[config.mk]
export PLATFORM = sky130hd
export DESIGN_NAME = video_pattern_gen
export DESIGN_NICKNAME = d
export VERILOG_FILES = /design/src/rtl/video_pkg.sv /design/src/rtl/video_timing_gen.sv /design/src/rtl/video_pattern_gen.sv
export SDC_FILE = /design/constraint.sdc
export NUM_CORES = 1
export LEC_CHECK = 0
export CELL_PAD_IN_SITES_DETAIL_PLACEMENT = 2
export CELL_PAD_IN_SITES_GLOBAL_PLACEMENT = 2
export CORE_MARGIN = 2
export CORE_UTILIZATION = 40
export CTS_CLUSTER_SIZE = 10
export DETAILED_ROUTE_END_ITERATION = 10
export PLACE_DENSITY = 0.82
export SLEW_MARGIN = 40
export SYNTH_ARGS = -nofsm -noshare
export SYNTH_HDL_FRONTEND = slang
export SYNTH_SLANG_ARGS = --single-unit
[constraint.sdc]
create_clock -name clk -period 5.5 [get_ports clk]
set_input_delay 0.55 -clock clk [delete_from_list [all_inputs] [get_ports clk]]
set_output_delay 0.55 -clock clk [all_outputs]
set_load 0.02 [all_outputs]
[src/rtl/video_pkg.sv]
`default_nettype none
// ============================================================================
// Module      : video_pkg
// Description : Shared definitions for the video test-pattern generator:
//               pattern mode encodings, colour-bar palette, standard
//               720p/1080p timing sets and a counter-width helper.
// Revision    : 1.0 - initial release
// ============================================================================
package video_pkg;

  // Pattern select encodings (matches the 2-bit mode input)
  typedef enum logic [1:0] {
    MODE_BARS  = 2'd0,
    MODE_GRAD  = 2'd1,
    MODE_GRID  = 2'd2,
    MODE_SOLID = 2'd3
  } mode_e;

  // Colour-bar palette, one {r,g,b} full-scale flag per bar.
  // Index 0 is the left-most bar: white, yellow, cyan, green,
  // magenta, red, blue, black.
  localparam logic [7:0][2:0] PALETTE = {
    3'b000,  // 7 black
    3'b001,  // 6 blue
    3'b100,  // 5 red
    3'b101,  // 4 magenta
    3'b010,  // 3 green
    3'b011,  // 2 cyan
    3'b110,  // 1 yellow
    3'b111   // 0 white
  };

  // 1280x720 @ 60 Hz timing set
  localparam int T720_H_ACTIVE  = 1280;
  localparam int T720_H_FP      = 110;
  localparam int T720_H_SYNC    = 40;
  localparam int T720_H_BP      = 220;
  localparam int T720_V_ACTIVE  = 720;
  localparam int T720_V_FP      = 5;
  localparam int T720_V_SYNC    = 5;
  localparam int T720_V_BP      = 20;

  // 1920x1080 @ 60 Hz timing set
  localparam int T1080_H_ACTIVE = 1920;
  localparam int T1080_H_FP     = 88;
  localparam int T1080_H_SYNC   = 44;
  localparam int T1080_H_BP     = 148;
  localparam int T1080_V_ACTIVE = 1080;
  localparam int T1080_V_FP     = 4;
  localparam int T1080_V_SYNC   = 5;
  localparam int T1080_V_BP     = 36;

  // Bits needed to count 0..n-1 (at least one bit)
  function automatic int cnt_width(input int n);
    return (n > 1) ? $clog2(n) : 1;
  endfunction

endpackage
`default_nettype wire

[src/rtl/video_timing_gen.sv]
`default_nettype none
// ============================================================================
// Module      : video_timing_gen
// Description : Horizontal/vertical raster counters with registered sync and
//               data-enable generation. Exposes the raw counter state plus
//               end-of-line and end-of-frame strobes for the pattern logic.
// Revision    : 1.0 - initial release
// ============================================================================
module video_timing_gen
  import video_pkg::*;
#(
  parameter int H_ACTIVE = T720_H_ACTIVE,
  parameter int H_FP     = T720_H_FP,
  parameter int H_SYNC   = T720_H_SYNC,
  parameter int H_BP     = T720_H_BP,
  parameter int V_ACTIVE = T720_V_ACTIVE,
  parameter int V_FP     = T720_V_FP,
  parameter int V_SYNC   = T720_V_SYNC,
  parameter int V_BP     = T720_V_BP,
  parameter bit HS_POL   = 1'b1,
  parameter bit VS_POL   = 1'b1,
  parameter int HW       = cnt_width(H_ACTIVE + H_FP + H_SYNC + H_BP),
  parameter int VW       = cnt_width(V_ACTIVE + V_FP + V_SYNC + V_BP)
) (
  input  logic          clk,
  input  logic          rst_n,
  output logic [HW-1:0] h_cnt,
  output logic [VW-1:0] v_cnt,
  output logic          h_end,
  output logic          eof,
  output logic          hs,
  output logic          vs,
  output logic          de
);

  localparam int H_TOTAL   = H_ACTIVE + H_FP + H_SYNC + H_BP;
  localparam int V_TOTAL   = V_ACTIVE + V_FP + V_SYNC + V_BP;
  localparam int HS_START  = H_ACTIVE + H_FP;
  localparam int HS_END    = H_ACTIVE + H_FP + H_SYNC;
  localparam int VS_START  = V_ACTIVE + V_FP;
  localparam int VS_END    = V_ACTIVE + V_FP + V_SYNC;

  // 32-bit views so boundary compares never overflow the counter width
  logic [31:0] hx;
  logic [31:0] vx;
  logic        v_last;
  logic        h_sync;
  logic        v_sync;
  logic        active;

  assign hx     = 32'(h_cnt);
  assign vx     = 32'(v_cnt);
  assign h_end  = (hx == H_TOTAL - 1);
  assign v_last = (vx == V_TOTAL - 1);
  assign eof    = h_end && v_last;
  assign h_sync = (hx >= HS_START) && (hx < HS_END);
  assign v_sync = (vx >= VS_START) && (vx < VS_END);
  assign active = (hx < H_ACTIVE) && (vx < V_ACTIVE);

  // Raster counters: h wraps every line, v advances on each h wrap
  always_ff @(posedge clk or negedge rst_n) begin
    if (!rst_n) begin
      h_cnt <= '0;
      v_cnt <= '0;
    end else if (h_end) begin
      h_cnt <= '0;
      v_cnt <= v_last ? '0 : v_cnt + 1'b1;
    end else begin
      h_cnt <= h_cnt + 1'b1;
    end
  end

  // Syncs and data enable registered from the current counter state
  always_ff @(posedge clk or negedge rst_n) begin
    if (!rst_n) begin
      hs <= ~HS_POL;
      vs <= ~VS_POL;
      de <= 1'b0;
    end else begin
      hs <= h_sync ? HS_POL : ~HS_POL;
      vs <= v_sync ? VS_POL : ~VS_POL;
      de <= active;
    end
  end

endmodule
`default_nettype wire

[src/rtl/video_pattern_gen.sv]
`default_nettype none
// ============================================================================
// Module      : video_pattern_gen
// Description : Video test-pattern generator. Produces colour bars, a
//               horizontal gradient, a grid or a solid colour on a
//               parameterised raster. Mode and solid colour are shadowed at
//               the end of each frame so a frame never tears mid-way.
// Revision    : 1.0 - initial release
// ============================================================================
module video_pattern_gen
  import video_pkg::*;
#(
  parameter int H_ACTIVE = T720_H_ACTIVE,
  parameter int H_FP     = T720_H_FP,
  parameter int H_SYNC   = T720_H_SYNC,
  parameter int H_BP     = T720_H_BP,
  parameter int V_ACTIVE = T720_V_ACTIVE,
  parameter int V_FP     = T720_V_FP,
  parameter int V_SYNC   = T720_V_SYNC,
  parameter int V_BP     = T720_V_BP,
  parameter bit HS_POL   = 1'b1,
  parameter bit VS_POL   = 1'b1,
  parameter int COLOR_W  = 8,
  parameter int NUM_BARS = 8,
  parameter int GRID     = 32
) (
  input  logic               clk,
  input  logic               rst_n,
  input  logic [1:0]         mode,
  input  logic [COLOR_W-1:0] solid_r,
  input  logic [COLOR_W-1:0] solid_g,
  input  logic [COLOR_W-1:0] solid_b,
  output logic               hs,
  output logic               vs,
  output logic               de,
  output logic [COLOR_W-1:0] rgb_r,
  output logic [COLOR_W-1:0] rgb_g,
  output logic [COLOR_W-1:0] rgb_b,
  output logic               frame_start
);

  localparam int H_TOTAL = H_ACTIVE + H_FP + H_SYNC + H_BP;
  localparam int V_TOTAL = V_ACTIVE + V_FP + V_SYNC + V_BP;
  localparam int HW      = cnt_width(H_TOTAL);
  localparam int VW      = cnt_width(V_TOTAL);
  localparam int BW      = H_ACTIVE / NUM_BARS;  // elaboration-time constant
  localparam int BPW     = cnt_width(BW);
  localparam int GW      = cnt_width(GRID);

  logic [HW-1:0]      h_cnt;
  logic [VW-1:0]      v_cnt;
  logic               h_end;
  logic               eof;
  logic [31:0]        hx;
  logic [31:0]        vx;

  logic [BPW-1:0]     bar_pos;   // pixel offset inside the current bar
  logic [2:0]         bar_idx;   // current bar, saturates at NUM_BARS-1
  logic [GW-1:0]      gx;        // h_cnt mod GRID
  logic [GW-1:0]      gy;        // v_cnt mod GRID

  mode_e              mode_q;
  logic [COLOR_W-1:0] solid_r_q;
  logic [COLOR_W-1:0] solid_g_q;
  logic [COLOR_W-1:0] solid_b_q;

  logic               active;
  logic [2:0]         bar_bits;
  logic               grid_on;
  logic [COLOR_W-1:0] grad;
  logic [COLOR_W-1:0] pix_r;
  logic [COLOR_W-1:0] pix_g;
  logic [COLOR_W-1:0] pix_b;

  video_timing_gen #(
    .H_ACTIVE (H_ACTIVE),
    .H_FP     (H_FP),
    .H_SYNC   (H_SYNC),
    .H_BP     (H_BP),
    .V_ACTIVE (V_ACTIVE),
    .V_FP     (V_FP),
    .V_SYNC   (V_SYNC),
    .V_BP     (V_BP),
    .HS_POL   (HS_POL),
    .VS_POL   (VS_POL),
    .HW       (HW),
    .VW       (VW)
  ) u_timing (
    .clk   (clk),
    .rst_n (rst_n),
    .h_cnt (h_cnt),
    .v_cnt (v_cnt),
    .h_end (h_end),
    .eof   (eof),
    .hs    (hs),
    .vs    (vs),
    .de    (de)
  );

  assign hx = 32'(h_cnt);
  assign vx = 32'(v_cnt);

  // Bar position tracks h_cnt: a BW-wide counter steps the bar index,
  // which saturates so any remainder pixels extend the last bar
  always_ff @(posedge clk or negedge rst_n) begin
    if (!rst_n) begin
      bar_pos <= '0;
      bar_idx <= '0;
    end else if (h_end) begin
      bar_pos <= '0;
      bar_idx <= '0;
    end else if (hx < H_ACTIVE) begin
      if (bar_pos == BPW'(BW - 1)) begin
        bar_pos <= '0;
        if (bar_idx != 3'(NUM_BARS - 1)) begin
          bar_idx <= bar_idx + 1'b1;
        end
      end else begin
        bar_pos <= bar_pos + 1'b1;
      end
    end
  end

  // Grid phase counters: wrap at GRID and realign at line / frame start
  always_ff @(posedge clk or negedge rst_n) begin
    if (!rst_n) begin
      gx <= '0;
      gy <= '0;
    end else if (h_end) begin
      gx <= '0;
      if (eof) begin
        gy <= '0;
      end else begin
        gy <= (gy == GW'(GRID - 1)) ? '0 : gy + 1'b1;
      end
    end else begin
      gx <= (gx == GW'(GRID - 1)) ? '0 : gx + 1'b1;
    end
  end

  // Shadow registers load only on the last clock of a frame
  always_ff @(posedge clk or negedge rst_n) begin
    if (!rst_n) begin
      mode_q    <= MODE_BARS;
      solid_r_q <= '0;
      solid_g_q <= '0;
      solid_b_q <= '0;
    end else if (eof) begin
      mode_q    <= mode_e'(mode);
      solid_r_q <= solid_r;
      solid_g_q <= solid_g;
      solid_b_q <= solid_b;
    end
  end

  // Pixel colour for the current counter position; black in blanking
  always_comb begin
    pix_r    = '0;
    pix_g    = '0;
    pix_b    = '0;
    bar_bits = PALETTE[bar_idx];
    grid_on  = (gx == '0) || (gy == '0) ||
               (hx == H_ACTIVE - 1) || (vx == V_ACTIVE - 1);
    grad     = COLOR_W'(h_cnt);
    active   = (hx < H_ACTIVE) && (vx < V_ACTIVE);
    if (active) begin
      case (mode_q)
        MODE_BARS: begin
          pix_r = {COLOR_W{bar_bits[2]}};
          pix_g = {COLOR_W{bar_bits[1]}};
          pix_b = {COLOR_W{bar_bits[0]}};
        end
        MODE_GRAD: begin
          pix_r = grad;
          pix_g = grad;
          pix_b = grad;
        end
        MODE_GRID: begin
          pix_r = {COLOR_W{grid_on}};
          pix_g = {COLOR_W{grid_on}};
          pix_b = {COLOR_W{grid_on}};
        end
        MODE_SOLID: begin
          pix_r = solid_r_q;
          pix_g = solid_g_q;
          pix_b = solid_b_q;
        end
        default: begin
          pix_r = '0;
          pix_g = '0;
          pix_b = '0;
        end
      endcase
    end
  end

  // Pixel data and frame marker registered alongside hs/vs/de
  always_ff @(posedge clk or negedge rst_n) begin
    if (!rst_n) begin
      rgb_r       <= '0;
      rgb_g       <= '0;
      rgb_b       <= '0;
      frame_start <= 1'b0;
    end else begin
      rgb_r       <= pix_r;
      rgb_g       <= pix_g;
      rgb_b       <= pix_b;
      frame_start <= (h_cnt == '0) && (v_cnt == '0);
    end
  end

endmodule
`default_nettype wire

==> Yosys cells after proc, flatten, opt, wreduce, memory -nomap -nowiden <==
Memories as Yosys holds them, arrays and structs flattened.
Index checks and enable logic that the tools add are counted.
{ "word_totals": {"reg_bits": 96, "mem_bits_ro": 24, "input_bits": 28, "wordCells": 81, "mem_count": 1} }
{ "mem_list": {"columns": ["memory", "words", "width", "read_ports", "rd_clocked_by_memory_dff", "wr", "line_no", "source"], "rows": [
  ["(no name shown)", 8, 3, 1, 0, 0, "video_pattern_gen.sv:161", "bar_bits = PALETTE[bar_idx];"]
]} }
{ "op_classes": {"addsub": 6, "n_lt_le_gt_ge": 7, "n_eq_ne": 11, "n_mux": 22, "n_reduce_logical": 17} }
{ "ops": {"columns": ["op", "count"], "rows": [
  ["$pmux 8 s4", 3],
  ["$mux 8", 6],
  ["$eq 11x11->1 const B", 2],
  ["$lt 11x11->1 const B", 2],
  ["$eq 10x10->1 const B", 2],
  ["$lt 10x10->1 const B", 2],
  ["$mux 5", 4],
  ["$mux 3", 5],
  ["$add 11x1->11 const B", 1],
  ["$ge 11x11->1 const B", 1],
  ["$logic_not 11->1", 1],
  ["$mux 11", 1],
  ["$add 10x1->10 const B", 1],
  ["$add 5x1->5 const B", 2],
  ["$eq 5x5->1 const B", 2],
  ["$ge 10x10->1 const B", 1],
  ["$logic_not 10->1", 1],
  ["$logic_not 5->1", 2],
  ["$mux 10", 1],
  ["$add 8x1->8 const B", 1],
  ["$eq 8x8->1 const B", 1],
  ["$reduce_bool 2->1", 3],
  ["$logic_and 1x1->1", 5],
  ["$eq 2x2->1 const B", 2],
  ["8 further kinds", 11]
]} }

==> Logic depth before layout (Yosys ltp) <==
{ "depth": {"depth_word": 6, "depth_mapped": 8} }

==> Cells and area by module <==
From an unflattened synthesis, not the netlist that was laid out.
{ "unflattened": {"hier_cells": 482, "area_unflattened_um2": 4971.0} }
{ "by_module_without_submodules": {"columns": ["module", "n_inst", "cells_each", "area_each_um2", "seq_area_each_um2"], "rows": [
  ["video_pattern_gen", 1, 340, 3639.7, 1801.7],
  ["video_timing_gen", 1, 142, 1331.3, 600.6]
]} }

==> Worst setup path before layout <==
OpenSTA, ideal clock, no wires.
{ "synth_timing": {"kind": "register to register", "start": "register u_timing.h_cnt[1]", "end": "register mode_q[0]", "setup_ps": 125, "arrival_ps": 1824, "required_time_ps": 5375, "path_slack_ps": 3551, "path_stages_with_launch": 9, "path_buffers": 2, "period_less_slack_ps": 1949, "path_cell_list": "dfrtp_1 -> inv_1 -> ha_1 -> and4b_2 -> nand3_4 -> or2_1 -> buf_6 -> buf_12 -> mux2_4"} }
{ "synth_between": {"elab_chain_len": 2} }
{ "synth_rtl": {"columns": ["element", "line_no", "source"], "rows": [
  ["start, declared", "video_timing_gen.sv:27", "output logic [HW-1:0] h_cnt,"],
  ["start signal, assigned", "video_timing_gen.sv:69", "h_cnt <= h_cnt + 1'b1;"],
  ["$eq 11x11->1", "video_timing_gen.sv:53", "assign h_end = (hx == H_TOTAL - 1);"],
  ["$logic_and 1x1->1", "video_timing_gen.sv:55", "assign eof = h_end && v_last;"],
  ["end signal, assigned", "video_pattern_gen.sv:149", "mode_q <= mode_e'(mode);"],
  ["end, declared", "video_pattern_gen.sv:62", "mode_e mode_q;"]
]} }
No other way between the ends.
A chain may end at the register's enable or synchronous reset.

==> Worst setup path after layout <==
{ "layout_timing": {"start": "register u_timing.h_cnt[1]", "end": "register solid_b_q[2]"} }
{ "layout_between": {"elab_chain_len": 2} }
{ "layout_rtl": {"columns": ["element", "line_no", "source"], "rows": [
  ["$eq 11x11->1", "video_timing_gen.sv:53", null],
  ["$logic_and 1x1->1", "video_timing_gen.sv:55", null],
  ["end signal, assigned", "video_pattern_gen.sv:152", "solid_b_q <= solid_b;"],
  ["end, declared", "video_pattern_gen.sv:65", "logic [COLOR_W-1:0] solid_b_q;"]
]} }
No other way between the ends.

==> run metrics <==
Synth Instances=between 400 and 500; EDFF count, synth=0; async set or reset register ratio after synthesis=100.0%; syn_nets=between 500 and 600; Final min period=~2300 ps; crit-path max cell delay=470 ps; Core Area=between 10000 and 15000 µm²; # hold bufs at CTS=0; vias in the first global route=around 4400; DRT antenna net count=0; number of top-level pins=56; clk_skew=~10 ps; DRT iter0 DRCs=about 210; DR vias=around 3900; class of the worst hold path=input pin to asynchronous set/reset pin; first-pass GRT wire length=~25 mm; Final Cycle Share=42.13%; Skew-Pair Late Insertion Delay=roughly 360 ps; slowest stage cell on the critical path=dfrtp_1; cts bufs inserted=9; critical path fanouts, max=26; Startpoint Class=flop; share of layout cells above drive strength 1=16.44%; max cap viols=0; die span in x=about 120 µm; max_slew headroom=45.37%; total grt overflow=0; fmax=between 400 and 500 MHz; RSZ-0062 raised after global routing=false; mean area per synthesized cell=around 11 µm²; Worst Tran Pin Value=between 800 and 900 ps; CTS tree=yes; initial core utilization=approximately 41%; RePlAce Congestion=between 0.8 and 0.9; Crit. End Element=flop; Worst Path Arrival=2560 ps; CTS resizes=0; main flop type after synthesis=dfrtp_1; synthesized flop and latch total=96; P&R area growth vs syn=17.85%; Layout Nets=about 540; Setup Fix Bufs, Post-CTS=0; Hold Worst Slack=84.68 ps; die area=13500 µm²; Die Height=116.2 µm; TritonCTS sink count=96; Final Util=approximately half; antenna diode count=0; final total negative setup slack=0 ps; Slew Limit Fails=0; total of warnings raised by yosys=0; clk buf depth=2; H-tree levels=3; cell area after synthesis=5034 µm²; CTS root buf=clkbuf_16; DR WL/cell=roughly 23 µm; antenna violations before repair=0; sequential area share after synthesis=between 40% and 50%; status=completed; number of buffers added on ports=between 50 and 60; synth unique cells=57; worst path required time=between 5000 and 6000 ps; crit-path cells=inv_1, ha_1, and4b_2, nand3_4, or2_1, buf_4, mux2_2; final hold viol count=0; num rows=40; final setup fails=0; Fillers=1249; Avg Vias per Cell=5.777; LEAKAGE=about 2.5 nW; power per standard cell area=between 200 and 300 nW/µm²; Reg clk slew, reported paths=about 70 ps; Detailed Routing Iterations Pass 1=4; All-Layer GR Usage=approximately a quarter; hpwl dp=between 10 and 15 mm; critical path type=flop to flop; largest net degree at the start of global routing=75; Max VDD drop=around 0.14 mV; Routed Wire Length=roughly 15 mm; DRC errors left=0
## cell families (layout without fill, tap and decap cells)
family / count (synthesis) / count (layout) / share of synthesized area, %
flip-flops: 96 / 96 / 47.73
XOR/XNOR: 17 / 17 / 2.958
AND/OR/NAND/NOR: 145 / 145 / 15.39
adder cells (fa/ha/maj): 16 / 16 / 3.977
multiplexers: 28 / 28 / 7.731
buffers and inverters: 50 / 88 / 5.369
AO/OA/AOI/OAI: 115 / 115 / 16.85
## per-stage QoR
stage	total power, mW	setup WS, ps	cell area [µm²]	instances
2_1_floorplan	0.8310	3551	5034	467
3_3_place_gp	0.9095	3176	5608	657
3_5_place_dp	0.9187	3070	5619	657
4_1_cts	1.579	3024	5924	673
5_1_grt	1.624	3054	5932	673
6_report	1.567	3183	5932	673
## worst max-delay path, delay by kind of cell, from the launching register on
| kind | cells | cell delay, ps |
|---|---|---|
| adder cells (fa/ha/maj) | 1 | 200 |
| buffers and inverters | 2 | 480 |
| flip-flops | 1 | 470 |
| multiplexers | 1 | 410 |
| AND/OR/NAND/NOR | 3 | 620 |
## placed cells by master (no fill, tap or decap), drive strengths merged, types with 3 or more instances in the layout
master / netlist / layout
and3: 6 / 6
clkbuf: 16 / 10
o221a: 24 / 24
nor4: 4 / 4
ha: 16 / 16
buf: 22 / 6
nand2b: 4 / 4
nand3: 17 / 17
nand4: 9 / 9
o21ai: 13 / 13
xnor2: 6 / 6
and4b: 4 / 4
dfrtp: 96 / 96
mux2: 27 / 27
a21oi: 34 / 34
or3: 5 / 5
clkdlybuf4s50: 0 / 54
and4: 3 / 3
a31o: 4 / 4
nor3: 9 / 9
xor2: 11 / 11
nand2: 41 / 41
inv: 12 / 14
or4: 3 / 3
clkinv: 0 / 3
nor2: 26 / 26
a211oi: 25 / 25
and2: 3 / 3
nor2b: 4 / 4
## per-layer routing
| layer | share of wire, % | vias up | GRT usage, % |
|---|---|---|---|
| li1 | - | 1779 | - |
| met1 | 45 | 2026 | 32.48 |
| met2 | 50 | 67 | 40.70 |
| met3 | 3.1 | 16 | 4.203 |
| met4 | 1.5 | 0 | 6.587 |
| met5 | 0 | - | 0 |
## cell usage after synthesis (all sizes together) (9+ instances only)
master   n  area, µm²
dfrtp   96       2402
nand2   41      153.9
a21oi   34      170.2
mux2    27      379.1
nor2    26      97.59
a211oi  25      187.7
o221a   24      270.3
buf     22      163.9
nand3   17      97.60
clkbuf  16      61.30
ha      16      200.2
o21ai   13      65.06
inv     12      45.04
xor2    11      96.34
nand4    9      56.30
nor3     9      61.31
## sequential cells by signal, indices dropped and copies added, names as in the netlist, 2 cells and up
name            count
u_timing.h_cnt     11
u_timing.v_cnt     10
bar_pos             8
rgb_b               8
rgb_g               8
rgb_r               8
solid_b_q           8
solid_g_q           8
solid_r_q           8
gx                  5
gy                  5
bar_idx             3
mode_q              2
## power by group
part	leakage [nW]	internal, mW	switching [mW]
Clock	0.153	0.368	0.293
Combinational	1.22	0.0788	0.0831
Sequential	1.16	0.729	0.0149
Total	2.54	1.18	0.391
## final cells by class
type	count	area (µm²)	area share (%)
Inverter	12	45.04	0.7593
Sequential cell	96	2404	40.52
Multi-Input combinational cell	321	2379	40.10
Tap cell	168	210.2	3.544
Clock inverter	6	66.31	1.118
Timing Repair Buffer	60	589.3	9.935
Clock buffer	10	239.0	4.029
## worst paths after layout
kind,endpoint,cells past startpoint,start,slack (ps)
max,solid_b_q[2],7,u_timing.h_cnt[1],3180
min reg2reg,gx[0],1,gx[0],510
max reg2reg,solid_b_q[2],7,u_timing.h_cnt[1],3180
max in group asynchronous,mode_q[0],2,rst_n,4380
min,u_timing.hs,1,rst_n,80
min in group clk,gx[0],1,gx[0],510
Note: power is estimated with default switching activity, not from simulation.
